### src/rtl/regfile_exec_pkg.sv
// regfile_exec_pkg
//   Shared definitions for the Simple RISC instruction sequencer:
//   opcode/op constants, shift codes, FSM state encoding, ALU function
//   codes and the instruction field bit positions.
package regfile_exec_pkg;

   localparam int DATA_W = 16;
   localparam int IMM8_W = 8;

   // Instruction field positions
   localparam int OPC_HI = 15;
   localparam int OPC_LO = 13;
   localparam int OP_HI  = 12;
   localparam int OP_LO  = 11;
   localparam int RN_HI  = 10;
   localparam int RN_LO  = 8;
   localparam int RD_HI  = 7;
   localparam int RD_LO  = 5;
   localparam int SH_HI  = 4;
   localparam int SH_LO  = 3;
   localparam int RM_HI  = 2;
   localparam int RM_LO  = 0;

   // Opcode classes
   localparam logic [2:0] OPC_MOV = 3'b110;
   localparam logic [2:0] OPC_ALU = 3'b101;

   // op field within OPC_MOV
   localparam logic [1:0] OP_MOV_REG = 2'b00;
   localparam logic [1:0] OP_MOV_IMM = 2'b10;

   // op field within OPC_ALU
   localparam logic [1:0] OP_ADD = 2'b00;
   localparam logic [1:0] OP_CMP = 2'b01;
   localparam logic [1:0] OP_AND = 2'b10;
   localparam logic [1:0] OP_MVN = 2'b11;

   // Shift codes applied to operand B
   localparam logic [1:0] SH_NONE = 2'b00;
   localparam logic [1:0] SH_LSL1 = 2'b01;
   localparam logic [1:0] SH_LSR1 = 2'b10;
   localparam logic [1:0] SH_ASR1 = 2'b11;

   typedef enum logic [2:0] {
      S_WAIT   = 3'd0,
      S_DECODE = 3'd1,
      S_GET_A  = 3'd2,
      S_GET_B  = 3'd3,
      S_ALU    = 3'd4,
      S_WRITE  = 3'd5,
      S_TRAP   = 3'd6
   } state_t;

   typedef enum logic [2:0] {
      FN_ADD  = 3'd0,
      FN_SUB  = 3'd1,
      FN_AND  = 3'd2,
      FN_NOT  = 3'd3,
      FN_PASS = 3'd4
   } alu_fn_t;

endpackage

### src/rtl/exec_alu.sv
// exec_alu
//   Combinational shifter + ALU. Operand B is shifted first, then combined
//   with A. Status is always derived from A - shifted B so the sequencer
//   only has to decide when to latch it.
// Ports:
//   i_a      in  16  operand A
//   i_b      in  16  operand B (pre-shift)
//   i_sh     in  2   shift code for B
//   i_fn     in  3   alu_fn_t function select
//   o_y      out 16  result
//   o_status out 3   {V,N,Z} of A - shifted B
module exec_alu
   import regfile_exec_pkg::*;
(
   input  logic [15:0] i_a,
   input  logic [15:0] i_b,
   input  logic [1:0]  i_sh,
   input  logic [2:0]  i_fn,
   output logic [15:0] o_y,
   output logic [2:0]  o_status
);

   logic [15:0] w_bsh;
   logic [15:0] w_diff;
   logic        w_v;

   always_comb begin
      w_bsh = i_b;
      case (i_sh)
         SH_LSL1: w_bsh = {i_b[14:0], 1'b0};
         SH_LSR1: w_bsh = {1'b0, i_b[15:1]};
         SH_ASR1: w_bsh = {i_b[15], i_b[15:1]};
         default: w_bsh = i_b;
      endcase
   end

   assign w_diff = i_a - w_bsh;
   // Subtraction overflows when operand signs differ and the result sign
   // does not match A.
   assign w_v    = (i_a[15] ^ w_bsh[15]) & (w_diff[15] ^ i_a[15]);
   assign o_status = {w_v, w_diff[15], (w_diff == 16'd0)};

   always_comb begin
      o_y = 16'd0;
      case (alu_fn_t'(i_fn))
         FN_ADD:  o_y = i_a + w_bsh;
         FN_SUB:  o_y = w_diff;
         FN_AND:  o_y = i_a & w_bsh;
         FN_NOT:  o_y = ~w_bsh;
         FN_PASS: o_y = w_bsh;
         default: o_y = 16'd0;
      endcase
   end

endmodule

### src/rtl/regfile_exec_ctrl.sv
// regfile_exec_ctrl
//   Instruction sequencer and datapath around an 8x16 regfile. One
//   instruction is accepted per start handshake (start sampled only while
//   ready=1, instr captured on that edge), operands are read into A/B,
//   exec_alu computes C, and the result is written back.
//   Optional feature macro: EXEC_ILLEGAL_TRAP_EN (undefined opcode traps
//   until reset instead of acting as a NOP).
// Ports:
//   clk, reset_n            clock, async active-low reset
//   start, instr            request handshake and instruction
//   ready                   1 iff in WAIT
//   rf_rdata                regfile combinational read data
//   rf_readnum              regfile read select
//   rf_writenum, rf_write,
//   rf_wdata                regfile write port
//   result                  C register
//   status                  {V,N,Z}
//   illegal                 trap flag
module regfile_exec_ctrl
   import regfile_exec_pkg::*;
#(
   parameter int W     = 16,
   parameter int IMM_W = 8
) (
   input  logic         clk,
   input  logic         reset_n,
   input  logic         start,
   input  logic [15:0]  instr,
   output logic         ready,
   input  logic [W-1:0] rf_rdata,
   output logic [2:0]   rf_readnum,
   output logic [2:0]   rf_writenum,
   output logic         rf_write,
   output logic [W-1:0] rf_wdata,
   output logic [W-1:0] result,
   output logic [2:0]   status,
   output logic         illegal
);

   state_t      r_state, w_next;
   logic [15:0] r_instr;
   logic [15:0] r_a, r_b, r_c;
   logic [2:0]  r_status;

   logic [2:0]  w_opc, w_rn, w_rd, w_rm;
   logic [1:0]  w_op, w_sh;
   logic        w_mov_imm, w_mov_reg, w_is_alu, w_is_cmp, w_needs_a, w_legal;
   alu_fn_t     w_fn;
   logic [15:0] w_alu_y;
   logic [2:0]  w_alu_status;
   logic [15:0] w_imm_ext;

   assign w_opc = r_instr[OPC_HI:OPC_LO];
   assign w_op  = r_instr[OP_HI:OP_LO];
   assign w_rn  = r_instr[RN_HI:RN_LO];
   assign w_rd  = r_instr[RD_HI:RD_LO];
   assign w_sh  = r_instr[SH_HI:SH_LO];
   assign w_rm  = r_instr[RM_HI:RM_LO];

   assign w_mov_imm = (w_opc == OPC_MOV) && (w_op == OP_MOV_IMM);
   assign w_mov_reg = (w_opc == OPC_MOV) && (w_op == OP_MOV_REG);
   assign w_is_alu  = (w_opc == OPC_ALU);
   assign w_is_cmp  = w_is_alu && (w_op == OP_CMP);
   // ADD, CMP and AND read Rn; MVN and MOV reg only read Rm.
   assign w_needs_a = w_is_alu && (w_op != OP_MVN);
   assign w_legal   = w_mov_imm | w_mov_reg | w_is_alu;
   assign w_imm_ext = {{(W-IMM_W){r_instr[IMM_W-1]}}, r_instr[IMM_W-1:0]};

   always_comb begin
      w_fn = FN_PASS;
      if (w_is_alu) begin
         case (w_op)
            OP_ADD:  w_fn = FN_ADD;
            OP_CMP:  w_fn = FN_SUB;
            OP_AND:  w_fn = FN_AND;
            default: w_fn = FN_NOT;
         endcase
      end
   end

   exec_alu u_alu (
      .i_a      (r_a),
      .i_b      (r_b),
      .i_sh     (w_sh),
      .i_fn     (w_fn),
      .o_y      (w_alu_y),
      .o_status (w_alu_status)
   );

   // State register
   always_ff @(posedge clk or negedge reset_n) begin
      if (!reset_n) r_state <= S_WAIT;
      else          r_state <= w_next;
   end

   // Next-state logic
   always_comb begin
      w_next = r_state;
      case (r_state)
         S_WAIT:   if (start) w_next = S_DECODE;
         S_DECODE: begin
            if (w_mov_imm)      w_next = S_WRITE;
            else if (w_needs_a) w_next = S_GET_A;
            else if (w_legal)   w_next = S_GET_B;
            else begin
`ifdef EXEC_ILLEGAL_TRAP_EN
               w_next = S_TRAP;
`else
               w_next = S_WAIT;
`endif
            end
         end
         S_GET_A:  w_next = S_GET_B;
         S_GET_B:  w_next = S_ALU;
         S_ALU:    w_next = w_is_cmp ? S_WAIT : S_WRITE;
         S_WRITE:  w_next = S_WAIT;
`ifdef EXEC_ILLEGAL_TRAP_EN
         S_TRAP:   w_next = S_TRAP;
`endif
         default:  w_next = S_WAIT;
      endcase
   end

   // Datapath registers
   always_ff @(posedge clk or negedge reset_n) begin
      if (!reset_n) begin
         r_instr  <= 16'd0;
         r_a      <= 16'd0;
         r_b      <= 16'd0;
         r_c      <= 16'd0;
         r_status <= 3'd0;
      end else begin
         if (r_state == S_WAIT && start) r_instr <= instr;
         if (r_state == S_GET_A) r_a <= rf_rdata;
         if (r_state == S_GET_B) r_b <= rf_rdata;
         if (r_state == S_ALU) begin
            if (w_is_cmp) r_status <= w_alu_status;
            else          r_c      <= w_alu_y;
         end
      end
   end

   // Output logic
   always_comb begin
      ready       = (r_state == S_WAIT);
      rf_readnum  = 3'd0;
      rf_writenum = 3'd0;
      rf_write    = 1'b0;
      rf_wdata    = '0;
      illegal     = 1'b0;
      case (r_state)
         S_GET_A: rf_readnum = w_rn;
         S_GET_B: rf_readnum = w_rm;
         S_WRITE: begin
            rf_write    = 1'b1;
            rf_writenum = w_mov_imm ? w_rn : w_rd;
            rf_wdata    = w_mov_imm ? w_imm_ext : r_c;
         end
         default: ;
      endcase
`ifdef EXEC_ILLEGAL_TRAP_EN
      illegal = (r_state == S_TRAP);
`endif
   end

   assign result = r_c;
   assign status = r_status;

endmodule

### config.mk
export PLATFORM = sky130hd
export DESIGN_NAME = regfile_exec_ctrl
export DESIGN_NICKNAME = d
export VERILOG_FILES = /design/src/rtl/regfile_exec_pkg.sv /design/src/rtl/exec_alu.sv /design/src/rtl/regfile_exec_ctrl.sv
export SDC_FILE = /design/constraint.sdc
export NUM_CORES = 1
export LEC_CHECK = 0
export ABC_AREA = 0
export ABC_CLOCK_PERIOD_IN_PS = 6900
export BUFFER_PORTS_ARGS = -buffer_cell sky130_fd_sc_hd__buf_2
export CAP_MARGIN = 30
export CORE_UTILIZATION = 25
export CTS_BUF_LIST = sky130_fd_sc_hd__clkbuf_16
export DETAILED_ROUTE_END_ITERATION = 16
export SETUP_SLACK_MARGIN = 0.1
export SYNTH_ARGS = -nofsm -noshare
export SYNTH_HDL_FRONTEND = slang
export SYNTH_SLANG_ARGS = --single-unit
### constraint.sdc
create_clock -name clk -period 6.9 [get_ports clk]
set_input_delay 0.69 -clock clk [delete_from_list [all_inputs] [get_ports clk]]
set_output_delay 0.69 -clock clk [all_outputs]
set_load 0.02 [all_outputs]
==> After elaboration in Yosys (flattened, before gate mapping) <==
Cells that the tools add are included.
{ "op_classes": {"add_sub_neg": 2, "n_mul": 0, "div_mod_pow": 0, "magnitude_cmp": 0, "n_eq_ne": 18, "shifts": 0, "n_mux": 16, "bitwise": 8, "reduce_logical": 11} }
{ "ops": {"columns": ["op", "count"], "rows": [
  ["16-bit one-hot mux with 5 select lines", 1],
  ["16-bit one-hot mux with 3 select lines", 1],
  ["16-bit 2-to-1 mux", 2],
  ["3-bit 2-to-1 mux", 6],
  ["16-bit adder", 1],
  ["16-bit AND", 1],
  ["16-bit zero test", 1],
  ["16-bit inverter", 1],
  ["16-bit subtractor", 1],
  ["3-bit == test (second input constant)", 5],
  ["3-bit one-hot mux with 5 select lines", 1],
  ["3-bit by 2-bit == test with 1-bit output (second input constant)", 4],
  ["2-bit == test (second input constant)", 3],
  ["3-bit by 1-bit == test with 1-bit output (second input constant)", 2],
  ["3-bit zero test", 2],
  ["2-bit one-hot mux with 3 select lines", 1],
  ["3-bit one-hot mux with 2 select lines", 1],
  ["1-bit logical AND", 5],
  ["2-bit by 1-bit == test with 1-bit output (second input constant)", 2],
  ["2-bit 2-to-1 mux", 2],
  ["2-bit != test (second input constant)", 2],
  ["2-bit AND reduction", 2],
  ["2-bit zero test", 1],
  ["1-bit OR", 2],
  ["other kinds (4)", 5]
]} }
{ "word_totals": {"regBits": 70, "latch_bits": 0, "mem_bits_rw": 0, "romBits": 0, "in_bits": 35, "out_inout_bits": 44, "elab_cells": 61, "memories": 0} }

==> Logic depth before layout (Yosys ltp) <==
{ "depth": {"depth_word": 8, "mapped_depth": 16, "ltp_nobuf": 14} }

==> Cells and area by module <==
From an unflattened synthesis, not the netlist that was laid out.
{ "unflattened": {"hier_cells": 608, "hier_area_um2": 5660.4} }
{ "by_module_without_submodules": {"columns": ["mod", "n_inst", "cells_each", "area_per_inst_um2", "seq_area_each_um2"], "rows": [
  ["regfile_exec_ctrl", 1, 238, 3104.2, 1751.7],
  ["exec_alu", 1, 370, 2556.2, 0.0]
]} }

==> Least setup slack after synthesis <==
Ideal clock, no wire load.
{ "synth_path": {"path_kind": "register to register", "from": "register r_instr[3]", "to": "register r_status[0], in the netlist status[0]", "setup_time_ns": 0.066, "t_arrival_ns": 3.192, "required_time_ns": 6.834, "path_slack_ns": 3.643, "path_stages_with_launch": 16, "path_buffers": 2, "period_less_slack_ns": 3.257, "cell_sequence": "dfrtp_1 -> buf_2 -> buf_2 -> mux2i_1 -> nor2_1 -> a21oi_1 -> inv_1 -> ha_1 -> nor3_2 -> a2111oi_4 -> a211oi_2 -> o32ai_4 -> xor2_1 -> nor4_1 -> nand4_1 -> nand2_1"} }
{ "synth_via": {"elab_chain_len": 4, "word_cells_on_any_way": 6, "classes_between": "add/sub: 1; eq/ne: 3; mux: 1; reduce/logical: 1"} }
{ "synth_rtl": {"columns": ["element", "line_no", "text"], "rows": [
  ["start, declared", "regfile_exec_ctrl.sv:41", "logic [15:0] r_instr;"],
  ["start signal, assigned", "regfile_exec_ctrl.sv:133", "if (r_state == S_WAIT && start) r_instr <= instr;"],
  ["2-bit == test / 2-bit by 1-bit == test with 1-bit output (equally long branches)", "exec_alu.sv:29", "case (i_sh)"],
  ["16-bit one-hot mux with 3 select lines *", "exec_alu.sv:29", null],
  ["16-bit subtractor *", "exec_alu.sv:37", "assign w_diff = i_a - w_bsh;"],
  ["16-bit zero test *", "exec_alu.sv:41", "assign o_status = {w_v, w_diff[15], (w_diff == 16'd0)};"],
  ["end signal, assigned", "regfile_exec_ctrl.sv:137", "if (w_is_cmp) r_status <= w_alu_status;"],
  ["end, declared", "regfile_exec_ctrl.sv:43", "logic [2:0] r_status;"]
]} }
Mark *: on every way between the ends. The rest lies on a longest branch, timed or not.
A chain may end at the register's enable or synchronous reset.

==> Worst setup path in the final report <==
Ends and elaborated chain as after synthesis.

==> key figures <==
Clocking
  • Root buffer cell: clkbuf_16
  • Resize count post-CTS: 0
  • Clock tree buffer depth: 2
  • Worst skew pair latency: 0.34 ns
  • Clk sinks: 70
  • Post-CTS Setup Bufs: 0
  • # hold bufs at CTS: 0
  • CTS tree: yes
  • Total CTS buffers: 9
  • CTS HTree Levels: 3
  • Clk slew on worst S/H paths: 0.05 ns

Routing
  • Total vias in the final route: 4804
  • Post-Route WL: 15.4 mm
  • First-pass detailed-route iteration total: 5
  • Residual DRC: 0
  • Initial DRC count: 341
  • Drt wl/cell: 16.0 µm
  • Vias per cell: 4.99
  • Antenna Violating Nets Remaining: 0

Cells and area
  • Multi-input gate area: 3420 µm²
  • Register area: 1750 µm²
  • Fillcell total: 2289
  • Nets: 760
  • Share of cells above drive strength 1: 22.0%
  • Layout-stage area growth over the synthesis result: 15.7%
  • Ant diodes: 0

STA
  • Slew Viols, Final: 0
  • Final hold slack: 0.470 ns
  • Final setup TNS: 0 ns
  • F_max: 261 MHz
  • Rel. slew slack: 37.0%
  • Setup Viol. Count Final: 0
  • Measured slew at the worst slew-check pin: 0.938 ns
  • RSZ-0062 raised after global routing: false
  • Post-layout minimum cycle time: 3.84 ns
  • Final hold vios: 0
  • Period utilisation layout: 55.6%
  • Clock skew: 0.00533 ns

Yosys
  • Unique masters post-synth: 70
  • Seq/Total Area, Yosys: 32.1%
  • Post-synth EDFFs: 0
  • Ys flop type: dfrtp_1
  • Ys async rst share: 100%
  • Seq cells post-synth: 70
  • Cell area after synthesis: 5460 µm²
  • Syn nets: 704
  • Ys Warns: 0
  • Synth Instances: 629
  • Mapped Avg Cell Area: 8.67 µm²

GRT
  • Grt ovf: 0
  • First-pass GRT wire length: 24.2 mm
  • Via count of the first global-routing pass: 4352
  • Initial antenna violation count: 0
  • GR Util All Layers: 14.1%
  • Largest net degree at the start of global routing: 71

Floorplan
  • Initial core utilization: 25.7%
  • DIE AREA: 22400 µm²
  • Die height: 150 µm
  • Die width: 150 µm
  • Ports: 79
  • FP Rows: 53
  • Core area: 21200 µm²

Setup path
  • Setup crit end: status[0]
  • WP data required: 7.18 ns
  • Critical path startpoint category: flip-flop
  • R2R cell count: 13
  • Reg2reg end: status[0]
  • R2r startpoint: r_instr[3]
  • CP Capture Type: flip-flop
  • R2R setup slack: 3.06 ns
  • Worst-path maximum fanout: 19
  • Crit path launch: r_instr[3]
  • Crit path DAT: 4.12 ns
  • Critical path class: flip-flop to flip-flop

Min path
  • Type of the tightest min-delay check: input port to asynchronous set/reset pin

Run
  • # Max-Cap Violations: 0

Placement
  • Routability Congestion: 0.895
  • DP HPWL: 11.8 mm
  • PortBufs: 77

Run status
  • Outcome: complete, no violations
synthesized netlist by cell type, drive strengths merged (5+ instances only):
| cell type | number | area share (%) |
|---|---|---|
| a21oi | 65 | 6.0 |
| a311oi | 6 | 0.96 |
| a31oi | 14 | 1.6 |
| and2 | 5 | 0.57 |
| buf | 11 | 1.3 |
| clkbuf | 26 | 2.2 |
| dfrtp | 70 | 32 |
| ha | 38 | 8.7 |
| inv | 27 | 1.9 |
| mux2 | 47 | 9.7 |
| mux2i | 18 | 3.3 |
| nand2 | 64 | 4.4 |
| nand3 | 10 | 1.0 |
| nor2 | 65 | 4.6 |
| nor2b | 14 | 1.7 |
| nor3 | 18 | 1.8 |
| o21ai | 37 | 3.4 |
| xnor2 | 10 | 1.6 |
| xor2 | 8 | 1.3 |
routing by layer:
metal	wire (µm)	vias up	global-route usage (%)
met5	0	-	0
met4	325	0	4.80
met3	801	24	2.96
met2	6790	128	20.9
met1	7450	2312	19.9
li1	-	2340	-
critical path: stages (launching register included):
cell       delay [ns]
dfrtp_1          0.92
mux2i_1          0.26
nor2_1           0.05
a21oi_1          0.24
inv_1            0.12
ha_1             0.42
nor3_2           0.09
a2111oi_4        0.45
a211oi_2         0.19
o32ai_4          0.32
xor2_1           0.14
nor4_1           0.33
nand4_1          0.15
nand2_1          0.08
cell usage in the layout (no fill, tap or decap), types with 5 or more instances in the layout:
cell / netlist / final
clkbuf_16: 0 / 9
nor2_1: 63 / 63
xor2_1: 8 / 8
buf_2: 7 / 76
and2_1: 5 / 5
buf_4: 1 / 6
o21ai_1: 17 / 17
nand3_1: 9 / 9
a31oi_1: 14 / 14
mux2_2: 40 / 40
nand2_1: 63 / 63
ha_1: 38 / 38
a21oi_1: 64 / 64
mux2i_1: 18 / 18
nor3_1: 16 / 16
xnor2_1: 10 / 10
o21ai_0: 20 / 20
inv_1: 27 / 27
nor2b_1: 13 / 13
dfrtp_1: 70 / 70
mux2_1: 7 / 7
a311oi_1: 6 / 6
layout make-up:
type                            instances  share of cell area (%)
Inverter                               27                    1.61
Sequential cell                        70                    27.8
Timing Repair Buffer                   82                    6.74
Clock inverter                          4                   0.654
Tap cell                              275                    5.45
Clock buffer                            9                    3.57
Multi-Input combinational cell        495                    54.2
cell families after synthesis:
| family | Yosys count | synth area share, % |
|---|---|---|
| xor+xnor | 18 | 2.89 |
| fa+ha+maj | 40 | 9.45 |
| compound gates | 167 | 19.5 |
| simple gates | 204 | 17.7 |
| buf+inv | 64 | 5.28 |
| mux | 65 | 13.0 |
| other cells | 1 | 0.0687 |
| flops | 70 | 32.1 |
how the worst min path moves through the flow:
stage / from / slack, ns / depth (start not counted) / endpoint
2_1_floorplan: reset_n / 0.39 / 0 / r_a[0]
3_3_place_gp: status[0] / 0.45 / 2 / status[0]
3_5_place_dp: status[0] / 0.47 / 2 / status[0]
4_1_cts: status[0] / 0.49 / 2 / status[0]
5_1_grt: status[1] / 0.50 / 1 / status[1]
6_report: reset_n / 0.47 / 1 / status[0]
through the flow:
step / setup WS [ns] / util (%) / cells / area (µm²)
after detailed placement: 3.08 / 28.5 / 949 / 6040
after CTS: 3.07 / 29.7 / 962 / 6310
after floorplan: 3.64 / - / 629 / 5460
after global placement: 3.23 / 28.5 / 949 / 6040
after global routing: 2.73 / 29.7 / 962 / 6310
final: 3.06 / 29.7 / 962 / 6310
flip-flops by register name (all words and copies together) (netlist names):
signal / flops
r_instr: 16
result: 16
status: 3
r_state: 3
r_a: 16
r_b: 16
Power is not shown: default switching activity piles up to over one toggle a cycle in this logic, so the estimate is an artifact.
